==> src/rtl/snes_poll_scheduler.sv <==
// -----------------------------------------------------------------------------
// snes_poll_scheduler
//
// Periodically (or on request) runs one SNES controller read sequence and
// exposes the captured pad words, a "new data" flag and a poll counter to a
// simple CPU read port.
//
// Sequence per poll:
//   START : latch pulse to the SNES interface (addr 2'b10), restart the period
//   BUSY  : wait BUSY_CYCLES clocks while the interface shifts the pads in
//   RD0   : read pad 0 word (addr 2'b00)
//   RD1   : read pad 1 word (addr 2'b01), capture pad 0 (one-cycle read latency)
//   CAP1  : capture pad 1, raise new_flag, bump poll_cnt
//
// Ports
//   clk          in   system clock (12.5 MHz), only clock of the block
//   rst          in   synchronous active-high reset
//   tick_count   in   free-running 100 us tick count from the timer
//   timer_read   out  timer latch/read enable, 1 outside reset
//   snes_rd_en   out  SNES interface read enable
//   snes_addr    out  SNES interface address
//   snes_rd_data in   SNES interface read data, valid one cycle after snes_rd_en
//   enable       in   allow periodic polling
//   poll_req     in   one-cycle request for an immediate poll
//   cpu_req      in   one-cycle CPU read strobe
//   cpu_addr     in   CPU register select: 0 pad0, 1 pad1, 2 new_flag, 3 poll_cnt
//   cpu_ack      out  one-cycle acknowledge, the cycle after cpu_req
//   cpu_data     out  read data, held between reads
// -----------------------------------------------------------------------------
module snes_poll_scheduler #(
   parameter int POLL_TICKS  = 167,
   parameter int BUSY_CYCLES = 64
) (
   input  logic        clk,
   input  logic        rst,
   input  logic [15:0] tick_count,
   output logic        timer_read,
   output logic        snes_rd_en,
   output logic [1:0]  snes_addr,
   input  logic [11:0] snes_rd_data,
   input  logic        enable,
   input  logic        poll_req,
   input  logic        cpu_req,
   input  logic [1:0]  cpu_addr,
   output logic        cpu_ack,
   output logic [11:0] cpu_data
);

   localparam int          BW        = (BUSY_CYCLES > 1) ? $clog2(BUSY_CYCLES) : 1;
   localparam logic [BW-1:0] BUSY_INIT = BW'(BUSY_CYCLES - 1);
   localparam logic [15:0] POLL_W    = 16'(POLL_TICKS);

   typedef enum logic [2:0] {
      S_IDLE,
      S_START,
      S_BUSY,
      S_RD0,
      S_RD1,
      S_CAP1
   } state_t;

   state_t        state, state_nxt;
   logic [BW-1:0] busy_cnt;
   logic [15:0]   last_poll;
   logic [15:0]   elapsed;
   logic          pending;
   logic          due;
   logic [11:0]   pad0, pad1;
   logic          new_flag;
   logic [11:0]   poll_cnt;

   // Modulo-2^16 difference: a tick_count wrap does not shorten or stretch
   // the poll period.
   assign elapsed = tick_count - last_poll;
   assign due     = (enable && (elapsed >= POLL_W)) || pending;

   // ---------------------------------------------------------------------------
   // FSM state register
   // ---------------------------------------------------------------------------
   // NOTE: clocked state uses non-blocking (<=) so every flop samples the
   // pre-edge values of the others, exactly like the hardware.
   always_ff @(posedge clk) begin
      if (rst) state <= S_IDLE;
      else     state <= state_nxt;
   end

   // ---------------------------------------------------------------------------
   // Next state and SNES interface outputs
   // ---------------------------------------------------------------------------
   // NOTE: every output of this block is given a default first, so no path
   // leaves a signal unassigned and no latch is inferred.
   always_comb begin
      state_nxt  = state;
      snes_rd_en = 1'b0;
      snes_addr  = 2'b00;
      case (state)
         S_IDLE: begin
            if (due) state_nxt = S_START;
         end
         S_START: begin
            snes_rd_en = 1'b1;
            snes_addr  = 2'b10;
            state_nxt  = S_BUSY;
         end
         S_BUSY: begin
            if (busy_cnt == '0) state_nxt = S_RD0;
         end
         S_RD0: begin
            snes_rd_en = 1'b1;
            snes_addr  = 2'b00;
            state_nxt  = S_RD1;
         end
         S_RD1: begin
            snes_rd_en = 1'b1;
            snes_addr  = 2'b01;
            state_nxt  = S_CAP1;
         end
         S_CAP1: begin
            state_nxt = S_IDLE;
         end
         default: state_nxt = S_IDLE;
      endcase
   end

   // ---------------------------------------------------------------------------
   // Poll bookkeeping and pad capture
   // ---------------------------------------------------------------------------
   always_ff @(posedge clk) begin
      if (rst) begin
         timer_read <= 1'b0;
         last_poll  <= '0;
         pending    <= 1'b0;
         busy_cnt   <= '0;
         pad0       <= '0;
         pad1       <= '0;
         poll_cnt   <= '0;
      end else begin
         timer_read <= 1'b1;

         // Entering START consumes the request. A poll_req in that same cycle
         // is merged into the poll being started, so a coincident request and
         // periodic due yield a single poll.
         if (state == S_IDLE && due) pending <= 1'b0;
         else if (poll_req)          pending <= 1'b1;

         case (state)
            S_START: begin
               last_poll <= tick_count;
               busy_cnt  <= BUSY_INIT;
            end
            S_BUSY: begin
               if (busy_cnt != '0) busy_cnt <= busy_cnt - 1'b1;
            end
            S_RD1:  pad0 <= snes_rd_data;
            S_CAP1: begin
               pad1     <= snes_rd_data;
               poll_cnt <= poll_cnt + 12'd1;
            end
            default: ;
         endcase
      end
   end

   // ---------------------------------------------------------------------------
   // CPU read port (independent of the FSM, no backpressure)
   // ---------------------------------------------------------------------------
   always_ff @(posedge clk) begin
      if (rst) begin
         new_flag <= 1'b0;
         cpu_ack  <= 1'b0;
         cpu_data <= '0;
      end else begin
         // Capture sets the flag with priority over a clearing read.
         if (state == S_CAP1)                   new_flag <= 1'b1;
         else if (cpu_req && cpu_addr == 2'd2)  new_flag <= 1'b0;

         cpu_ack <= cpu_req;
         // Registers are read before this edge's captures land, so a read
         // coinciding with a capture returns the old value.
         if (cpu_req) begin
            case (cpu_addr)
               2'd0:    cpu_data <= pad0;
               2'd1:    cpu_data <= pad1;
               2'd2:    cpu_data <= {11'b0, new_flag};
               default: cpu_data <= poll_cnt;
            endcase
         end
      end
   end

endmodule

==> config.mk <==
export PLATFORM = sky130hd
export DESIGN_NAME = snes_poll_scheduler
export DESIGN_NICKNAME = d
export VERILOG_FILES = /design/src/rtl/snes_poll_scheduler.sv
export SDC_FILE = /design/constraint.sdc
export NUM_CORES = 1
export LEC_CHECK = 0
export ABC_AREA = 1
export ABC_CLOCK_PERIOD_IN_PS = 2700
export CAP_MARGIN = 30
export CORE_UTILIZATION = 56
export DETAILED_ROUTE_END_ITERATION = 12
export GPL_ROUTABILITY_DRIVEN = 0
export PLACE_DENSITY = 0.81
export SLEW_MARGIN = 15
export SYNTH_ARGS = -nofsm -noshare
export SYNTH_HDL_FRONTEND = slang
export SYNTH_SLANG_ARGS = --single-unit
==> constraint.sdc <==
create_clock -name clk -period 2.7 [get_ports clk]
set_input_delay 0.81 -clock clk [delete_from_list [all_inputs] [get_ports clk]]
set_output_delay 0.81 -clock clk [all_outputs]
set_load 0.005 [all_outputs]
==> results of run 1 <==
[logic make-up after synthesis]
group                      after synthesis  synth area share [%]
buffers and inverters                  125                  11.4
and+or+nand+nor                        213                  23.4
DFF                                     77                  37.5
xor gates and xnor gates                 3                 0.639
adders and majority gates               19                  5.96
AOI/OAI and AO/OA                      152                  21.1
[where the power goes]
group / switching (mW) / leakage, nW / internal [mW] / total, mW
registers: 0.0888 / 0.628 / 1.31 / 1.40
clock network: 0.459 / 0.111 / 0.488 / 0.947
logic: 1.07 / 1.50 / 0.759 / 1.83
[how the worst min path moves through the flow]
stage                     startpoint       to  depth (start not counted)
after CTS                    pad1[3]  pad1[3]                          2
after global routing         pad1[3]  pad1[3]                          2
after detailed placement     pad1[3]  pad1[3]                          2
after global placement       pad1[3]  pad1[3]                          2
final                        pad1[9]  pad1[9]                          2
after floorplan              pad1[6]  pad1[6]                          2
[final cells by class]
type                       count  area [um^2]  share of cell area (%)
tap                           96          120                    2.32
sequential                    77         1540                    29.7
timing repair buffer          77          721                    13.9
inverter                     105          394                    7.60
clock buffer                  11          151                    2.92
clock inverter                 5         65.1                    1.25
multi-input combinational    387         2190                    42.3
[state kept, by name, indices dropped and copies added, names as in the netlist]
signal,cells
cpu_ack,1
pad0,12
pending,1
cpu_data,12
new_flag,1
last_poll,16
busy_cnt,6
timer_read,1
pad1,12
state,3
poll_cnt,12
[worst reg2reg max path: stages, from the launching register on]
cell,delay [ns]
dfxtp_1,0.32
ha_2,0.19
fa_2,0.40
inv_2,0.10
nand2_4,0.06
nand2_4,0.07
nand3_2,0.07
nand2_2,0.11
xnor2_1,0.13
nand2_1,0.07
nand2_1,0.06
nand2_1,0.04
inv_1,0.05
nand3_1,0.07
nand2_1,0.08
nand3_1,0.08
nand2_1,0.07
nor2_1,0.04
[synthesized netlist by cell type (all sizes together) (2+ instances only)]
cell      n
a21oi    67
a31oi     4
buf       4
clkbuf   16
clkinv    2
dfxtp    77
ha       18
inv     103
nand2   122
nand3    30
nand3b    2
nand4     7
nor2     41
nor3      6
o21ai    55
o221a     6
o221ai    5
o22ai     7
o31ai     2
or2       3
xnor2     2
[timing repair]
item | in CTS | in global routing
pin swaps | 2 | 15
hold buffers | 0 | 0
endpoints found under the setup margin | 2 | 2
buffers inserted | 0 | 1
gates resized for setup | 6 | 16
cloned | 0 | 0
[routing by layer]
metal	GRT usage [%]	wire (um)
met2	42.8	4790
met5	0	0
met1	35.9	4640
met3	5.75	564
met4	11.6	180
[stage by stage]
step / TNS, ns / hold WS [ns] / instance area, um^2 / std cells / utilization [%]
final: 0 / 0.453 / 5190 / 758 / 74.7
after global routing: -0.0621 / 0.475 / 5190 / 758 / 74.7
after CTS: 0 / 0.452 / 5100 / 757 / 73.4
after detailed placement: -0.891 / 0.439 / 4870 / 741 / 70.1
after global placement: -0.696 / 0.432 / 4870 / 741 / 70.1
after floorplan: 0 / 0.425 / 4110 / 589 / -
==> metrics.md, run 1 <==
| Metric | Value |
|---|---|
| Root buffer cell | clkbuf_8 |
| Yosys top cell area share | 37.5% |
| R2R Path Start | last_poll[0] |
| Ant. Diodes | 0 |
| H-tree depth | 3 |
| Cell area after synthesis | 0.00411 mm^2 |
| Leading cell type in the layout, fill and taps excluded | nand2_1 |
| CTS tree | built |
| Critical Path Sink | state[0] |
| Total power | 4.18 mW |
| FF-to-FF End | state[0] |
| Initial antenna violation count | 0 |
| Antenna viol nets, final | 0 |
| Critical path class | in -> reg |
| Clock transition at path regs | 0.09 ns |
| Max Root-Sink Buffers | 2 |
| Synth-to-layout area growth | 26.1% |
| Final wirelength | 10200 um |
| Detailed Routing Iterations Pass 1 | 5 |
| DIE WIDTH | 87.7 um |
| Layout cell share with drive strength beyond 1 | 13.6% |
| Arr. time, crit path | 2.90 ns |
| Worst skew pair latency | 0.35 ns |
| Levels on crit path | 16 |
| Pleak | 2.24 nW |
| I/O pin cnt | 52 |
| Vias | 4067 |
| Worst path cell trace | clkdlybuf4s50_1 -> ha_4 -> a21oi_2 -> nand2_2 -> nand2_1 -> nand2_1 -> xnor2_1 -> clkinv_1 -> nand2_1 -> nand2_1 -> inv_1 -> nand3_1 -> nand2_1 -> nand3_1 -> nand2_1 -> nor2_1 |
| Post-synth ARST share | 0% |
| Most frequent cells in the layout | nand2_1, inv_1, dfxtp_1 |
| R2R Setup Slk | 0.58 ns |
| First-pass GRT wire length | 16200 um |
| Max IR drop VDD | 0.000567 V |
| Critical path's largest stage delay | 0.55 ns |
| Die height | 87.7 um |
| Syn avg cell area | 6.98 um^2 |
| GRT Overall Usage | 27.1% |
| Post-route DRC | 0 |
| FF-to-FF path depth | 17 |
| Final Setup Violations | 0 |
| DIE AREA | 0.00769 mm^2 |
| Max Slew Vio Count | 0 |
| Minimum clock period | 2.66 ns |
| Status | completed |
| Initial core utilization | 59.2% |
| Final period util | 98.5% |
| Startpoint types | primary input |
| Hold crit path type | reg -> reg |
| Routed wire per std cell | 13.4 um |
| PnR worst setup slack | 0.0417 ns |
| DR iter-0 viols | 321 |
| Yosys warns | 0 |
| Port buffer count | 51 |
| Inserted Clock Buffers | 9 |
| WP buf/inv | 3 |
| Post-synth top area cell | dfxtp_1 |
| Max_cap viols | 0 |
| Vias in the first global route | 3642 |
| Layout fillers | 541 |
| Critical path required time | 2.94 ns |
| CP delay by family, top | simple AND/OR/NAND/NOR gates |
| Worst-Margin Slew | 0.804 ns |
| Slew HR | 46.4% |
| Endpoints failing hold | 0 |
| Fmax | 376 MHz |
| Top post-synthesis cells by area | dfxtp_1, nand2_1, inv_1, a21oi_1, o21ai_0 |
| Post-synthesis register bit count | 77 |
| Final HPWL DP | 7100 um |
| Power Dens Cells | 805 mW/mm^2 |
| Place WS | -0.473 ns |
| Pin count of the biggest net entering global routing | 61 |
| CP Max Fanout | 7 |
| FP Rows | 30 |
| Seq/Total Area, Yosys | 37.5% |
| Gr ovfl total | 0 |
| Vias per cell | 5.37 |
| Post-layout nets | 711 |
| Syn Inst Count | 589 |
| Post-synth EDFFs | 0 |
| Primary FF master, synth | dfxtp_1 |
| Synth cell types | 45 |
| Nature of the critical path endpoint | flop |
| CP Launch Point | tick_count[2] |
| Core Area | 0.00694 mm^2 |
| CP max stage cell | clkdlybuf4s50_1 |
| Clk sink count | 77 |
| CP most frequent cell | nand2_1 |
| Worst clock skew | 0.0107 ns |
| Syn nets | 643 |
Power figures use the tool's default switching activity.
==> run 2, diff against run 1 <==
CORE_MARGIN = 8   (was unset)
==> run 2 against run 1 <==
Compared with the run above: first-iteration DRC count fell by 34%; critical path depth rose by 1; sequential power about the same; critical endpoint unchanged.
==> metrics.md, run 2 (same netlist as run 1, synthesis figures left out) <==
| Metric | Value |
|---|---|
| Total power | 4.06 mW |
| DR iter-0 viols | 211 |
| Endpoints failing hold | 0 |
| Worst hold slack | 0.457 ns |
| Psw | 1.64 mW |
| Die height | 102 um |
| Place WS | -0.457 ns |
| Nature of the critical path endpoint | flop |
| Post-route DRC | 0 |
| DIE WIDTH | 102 um |
| Design area | 0.00515 mm^2 |
| Placed Cells | 745 |
| Worst-Margin Slew | 0.809 ns |
| Final Setup Violations | 0 |
| Sw Ratio | 40.4% |
| Inserted Clock Buffers | 9 |
| DIE AREA | 0.0103 mm^2 |
| Ant. Diodes | 0 |
| Slew HR | 46.0% |
| Combinational share of power | 44.5% |
| Critical path class | in -> reg |
| Post-layout nets | 712 |
| CP Max Fanout | 4 |
| Max Slew Vio Count | 0 |
| Clk sink count | 77 |
| I/O pin cnt | 52 |
| Routed wire per std cell | 13.7 um |
| Leading cell type in the layout, fill and taps excluded | nand2_1 |
| Post-CTS Hold Buffers | 0 |
| Initial core utilization | 57.3% |
| Initial antenna violation count | 0 |
| TNS Setup | 0 ns |
| Pleak | 2.21 nW |
| Vias per cell | 5.37 |
| Max Root-Sink Buffers | 2 |
| Worst skew pair latency | 0.36 ns |
| Top reg by flops | last_poll |
| Final core occ | 71.8% |
| CTS tree | built |
| Final wirelength | 10400 um |
| Final HPWL DP | 7620 um |
| Power Dens Cells | 788 mW/mm^2 |
| Seq pwr share | 34.5% |
| Max IR drop VDD | 0.000563 V |
| Fmax | 391 MHz |
| Max_cap viols | 0 |
| DP Area | 0.00487 mm^2 |
| Clk pwr share | 20.9% |
| Arr. time, crit path | 2.80 ns |
| Port buffer count | 51 |
| FP Rows | 31 |
| Worst clock skew | 0.0115 ns |
| GRT Overall Usage | 20.1% |
| Layout cell share with drive strength beyond 1 | 13.7% |
| Critical path required time | 2.95 ns |
| Layout Cells excl Fill | 762 |
| Antenna viol nets, final | 0 |
| Minimum clock period | 2.56 ns |
| Core Area | 0.00718 mm^2 |
| Pin count of the biggest net entering global routing | 47 |
| PnR worst setup slack | 0.143 ns |
| Area taken by flip-flops and latches | 0.00154 mm^2 |
| Area of the multi-input gates | 0.00219 mm^2 |
| Detailed Routing Iterations Pass 1 | 5 |
| Status | completed |
| Layout fillers | 601 |
| Max FFs per register | 16 |
| Internal power | 2.42 mW |
| Vias in the first global route | 3787 |
| Final period util | 94.7% |
| Gr ovfl total | 0 |
| Synth-to-layout area growth | 25.3% |
| First-pass GRT wire length | 16800 um |
| Hold crit path type | reg -> reg |
| H-tree depth | 3 |
| Root buffer cell | clkbuf_8 |
| Vias | 4092 |
| Clock transition at path regs | 0.09 ns |
| Most frequent cells in the layout | nand2_1, inv_1, dfxtp_1 |
| Startpoint types | primary input |
## run 2: final timing paths
check | start | endpoint | slack, ns | cells past startpoint
setup reg to reg | last_poll[0] | state[0] | 0.61 | 17
hold / removal | pad1[6] | pad1[6] | 0.46 | 2
setup / recovery | tick_count[6] | state[0] | 0.14 | 17
hold reg to reg | pad1[6] | pad1[6] | 0.46 | 2
## run 2: cell type report
| class | instances | share of cell area (%) |
|---|---|---|
| Sequential cell | 77 | 29.9 |
| Tap cell | 99 | 2.40 |
| Timing Repair Buffer | 78 | 13.9 |
| Clock inverter | 7 | 1.24 |
| Inverter | 105 | 7.65 |
| Multi-Input combinational cell | 387 | 42.5 |
| Clock buffer | 9 | 2.40 |
## run 2: critical path, cell delays in order
cell and delay (ns):
clkdlybuf4s50_1 0.42, ha_1 0.35, nand2_1 0.11, inv_2 0.08, nand2_1 0.07, inv_1 0.06
nand2_1 0.05, nand2_1 0.10, nand2_1 0.09, nand3b_1 0.12, nand3_1 0.10, nor2_1 0.11
nand3_1 0.08, nand2_1 0.09, nand3_1 0.06, nand2_1 0.06, nor2_1 0.04
## run 2: power groups by stage
stage	logic (mW)	registers (mW)	clock network [mW]
finish	1.81	1.40	0.850
global route	2.03	1.42	0.911
CTS	1.71	1.40	0.862
detailed placement	1.69	1.42	0
global placement	1.62	1.41	0
floorplan	1.16	1.40	0
## run 2: repair_timing
action                                  CTS  global route
resized for setup                         5            17
endpoints found under the setup margin    2             2
pin swaps                                 2             7
setup buffers                             0             1
## run 2: metal layers
metal	up-vias	share of wire [%]	GRT usage (%)
li1	2065	-	-
met1	1879	46	24.9
met2	129	47	34.1
met3	19	6.0	3.99
met4	0	1.6	6.41
met5	-	0	0
==> run 3, diff against run 2 <==
--- a/config.mk
+++ b/config.mk
@@ -8,3 +8,2 @@
 export ABC_AREA = 1
-export ABC_CLOCK_PERIOD_IN_PS = 2700
 export CAP_MARGIN = 30
@@ -15,2 +14,3 @@
 export PLACE_DENSITY = 0.81
+export REMOVE_ABC_BUFFERS = 1
 export SLEW_MARGIN = 15
==> constraint.sdc (replaced) <==
create_clock -name clk -period 2.7 [get_ports clk]
set_input_delay 0.27 -clock clk [delete_from_list [all_inputs] [get_ports clk]]
set_output_delay 0.27 -clock clk [all_outputs]
set_load 0.005 [all_outputs]
==> run 3 against run 2 <==
Compared with the run above: via count down 3.7%; cell count is 2.9% lower; global-route usage is 0.46 points lower; critical path depth is 1 higher; fmax grew 12%; register-to-register slack worse by 0.06 ns; first-iteration DRC count shrank 4.3%; combinational power is 14% lower; sequential cell count unchanged; clock skew is 0.0028 ns lower; final area decreased by 3.4%; largest cell class unchanged.
==> metrics.md, run 3 (same netlist as run 1, synthesis figures left out) <==
| Metric | Value |
|---|---|
| Max IR drop VDD | 0.000425 V |
| H-tree depth | 3 |
| Initial antenna violation count | 0 |
| Startpoint types | primary input |
| GRT Overall Usage | 19.7% |
| Critical path class | in -> reg |
| Top reg by flops | last_poll |
| Hold crit path type | reg -> reg |
| Max Root-Sink Buffers | 2 |
| Root buffer cell | clkbuf_8 |
| Vias in the first global route | 3909 |
| Endpoints failing hold | 0 |
| Die height | 102 um |
| Detailed Routing Iterations Pass 1 | 5 |
| CP delay by family, top | simple AND/OR/NAND/NOR gates |
| Ant. Diodes | 0 |
| RSZ-0062 raised after global routing | no |
| CTS tree | built |
| Minimum clock period | 2.27 ns |
| Worst-Margin Slew | 0.797 ns |
| CP max stage cell | clkdlybuf4s50_1 |
| DR iter-0 viols | 202 |
| DIE WIDTH | 102 um |
| Critical path required time | 2.95 ns |
| Worst path cell trace | clkdlybuf4s50_1 -> inv_1 -> ha_1 -> fa_1 -> inv_1 -> nand2_1 -> nand2_1 -> nand3_1 -> nand2_2 -> nand3_1 -> nand3_1 -> nand3_1 -> nor2_1 -> nand3_1 -> nand2_1 -> nand3_1 -> nand2_1 -> nor2_1 |
| DIE AREA | 0.0103 mm^2 |
| Fmax | 440 MHz |
| Critical path's largest stage delay | 0.46 ns |
| CP Max Fanout | 3 |
| FP Rows | 31 |
| Pleak | 2.14 nW |
| Routed wire per std cell | 13.1 um |
| Post-CTS Hold Buffers | 0 |
| Max Slew Vio Count | 0 |
| First-pass GRT wire length | 16700 um |
| Clk sink count | 77 |
| Vias | 3942 |
| Status | completed |
| Layout cell share with drive strength beyond 1 | 7.96% |
| Vias per cell | 5.33 |
| Leading cell type in the layout, fill and taps excluded | nand2_1 |
| Post-route DRC | 0 |
| Hold path endpoint | pad1[9] |
| FF-to-FF path depth | 16 |
| CP most frequent cell | nand3_1 |
| Slew HR | 46.8% |
| Initial core utilization | 57.3% |
| R2R Setup Slk | 0.55 ns |
| Pin count of the biggest net entering global routing | 61 |
| WP buf/inv | 3 |
| Synth-to-layout area growth | 21.0% |
| I/O pin cnt | 52 |
| Gr ovfl total | 0 |
| Power Dens Cells | 827 mW/mm^2 |
| Layout Cells excl Fill | 740 |
| Post-CTS Setup Repair Bufs | 0 |
| PnR worst setup slack | 0.425 ns |
| Core Area | 0.00718 mm^2 |
| Final period util | 84.2% |
| Final Setup Violations | 0 |
| Total power | 4.12 mW |
| R2R Path Start | last_poll[0] |
| Post-layout nets | 690 |
| Hold path depth | 2 |
| TNS Setup | 0 ns |
| Max_cap viols | 0 |
| Port buffer count | 51 |
| Arr. time, crit path | 2.52 ns |
| Nature of the critical path endpoint | flop |
| Min-delay src | pad1[9] |
| Placed Cells | 724 |
| Place WS | 0.107 ns |
| Max FFs per register | 16 |
| Final wirelength | 9720 um |
| Worst clock skew | 0.00873 ns |
| Clock transition at path regs | 0.08 ns |
| Most frequent cells in the layout | nand2_1, inv_1, dfxtp_1 |
| FF-to-FF End | state[0] |
| Final HPWL DP | 6970 um |
| Antenna viol nets, final | 0 |
| Worst skew pair latency | 0.35 ns |
| Post-cts resize count | 0 |
| Inserted Clock Buffers | 9 |
[run 3: changes by cell type in the layout (fill, tap and decap cells not counted), moves of 4 or more]
cell / delta
bufinv_16: +4
nand3_1: +4
ha_1: +4
nand3_2: -4
nand2_1: +4
buf_4: -22
[run 3: area by class of cell]
type | count | area [um^2]
Timing Repair Buffer | 56 | 548
Clock buffer | 9 | 124
Fill cell | 582 | 2200
Sequential cell | 77 | 1540
Inverter | 105 | 394
Tap cell | 99 | 124
Clock inverter | 7 | 145
Multi-Input combinational cell | 387 | 2100
[run 3: how the worst max path moves through the flow]
stage	from	to	slack, ns	cells after the start
floorplan	tick_count[0]	state[0]	0.76	17
global placement	tick_count[0]	state[0]	0.19	18
detailed placement	tick_count[0]	state[0]	0.11	18
CTS	tick_count[0]	state[0]	0.44	18
global route	tick_count[0]	pending	0.16	17
finish	tick_count[0]	state[0]	0.43	18
[run 3: routing by layer]
metal,GRT usage (%),part of all wire (%),wire (um),up-vias
met2,35.6,50,4880,100
li1,-,-,-,2022
met1,22.4,43,4190,1809
met4,7.56,1.1,106,0
met5,0,0,0,-
met3,3.37,5.6,546,11
[run 3: worst min-delay path, delay by kind of cell (launching register included)]
| family | cells | cell delay (ns) |
|---|---|---|
| AO/OA/AOI/OAI | 1 | 0.05 |
| buffers and inverters | 1 | 0.05 |
| flip-flops | 1 | 0.30 |
[run 3: report_power, final]
part | internal, mW | switching [mW]
clock network | 0.716 | 0.446
logic | 0.592 | 0.965
registers | 1.31 | 0.0896
[run 3: per-stage QoR]
stage / utilization, % / hold WS [ns] / cell area (um^2)
floorplan: - / 0.332 / 4040
global placement: 65.6 / 0.435 / 4710
detailed placement: 65.6 / 0.441 / 4710
CTS: 69.4 / 0.452 / 4980
global route: 69.4 / 0.469 / 4980
finish: 69.4 / 0.451 / 4980
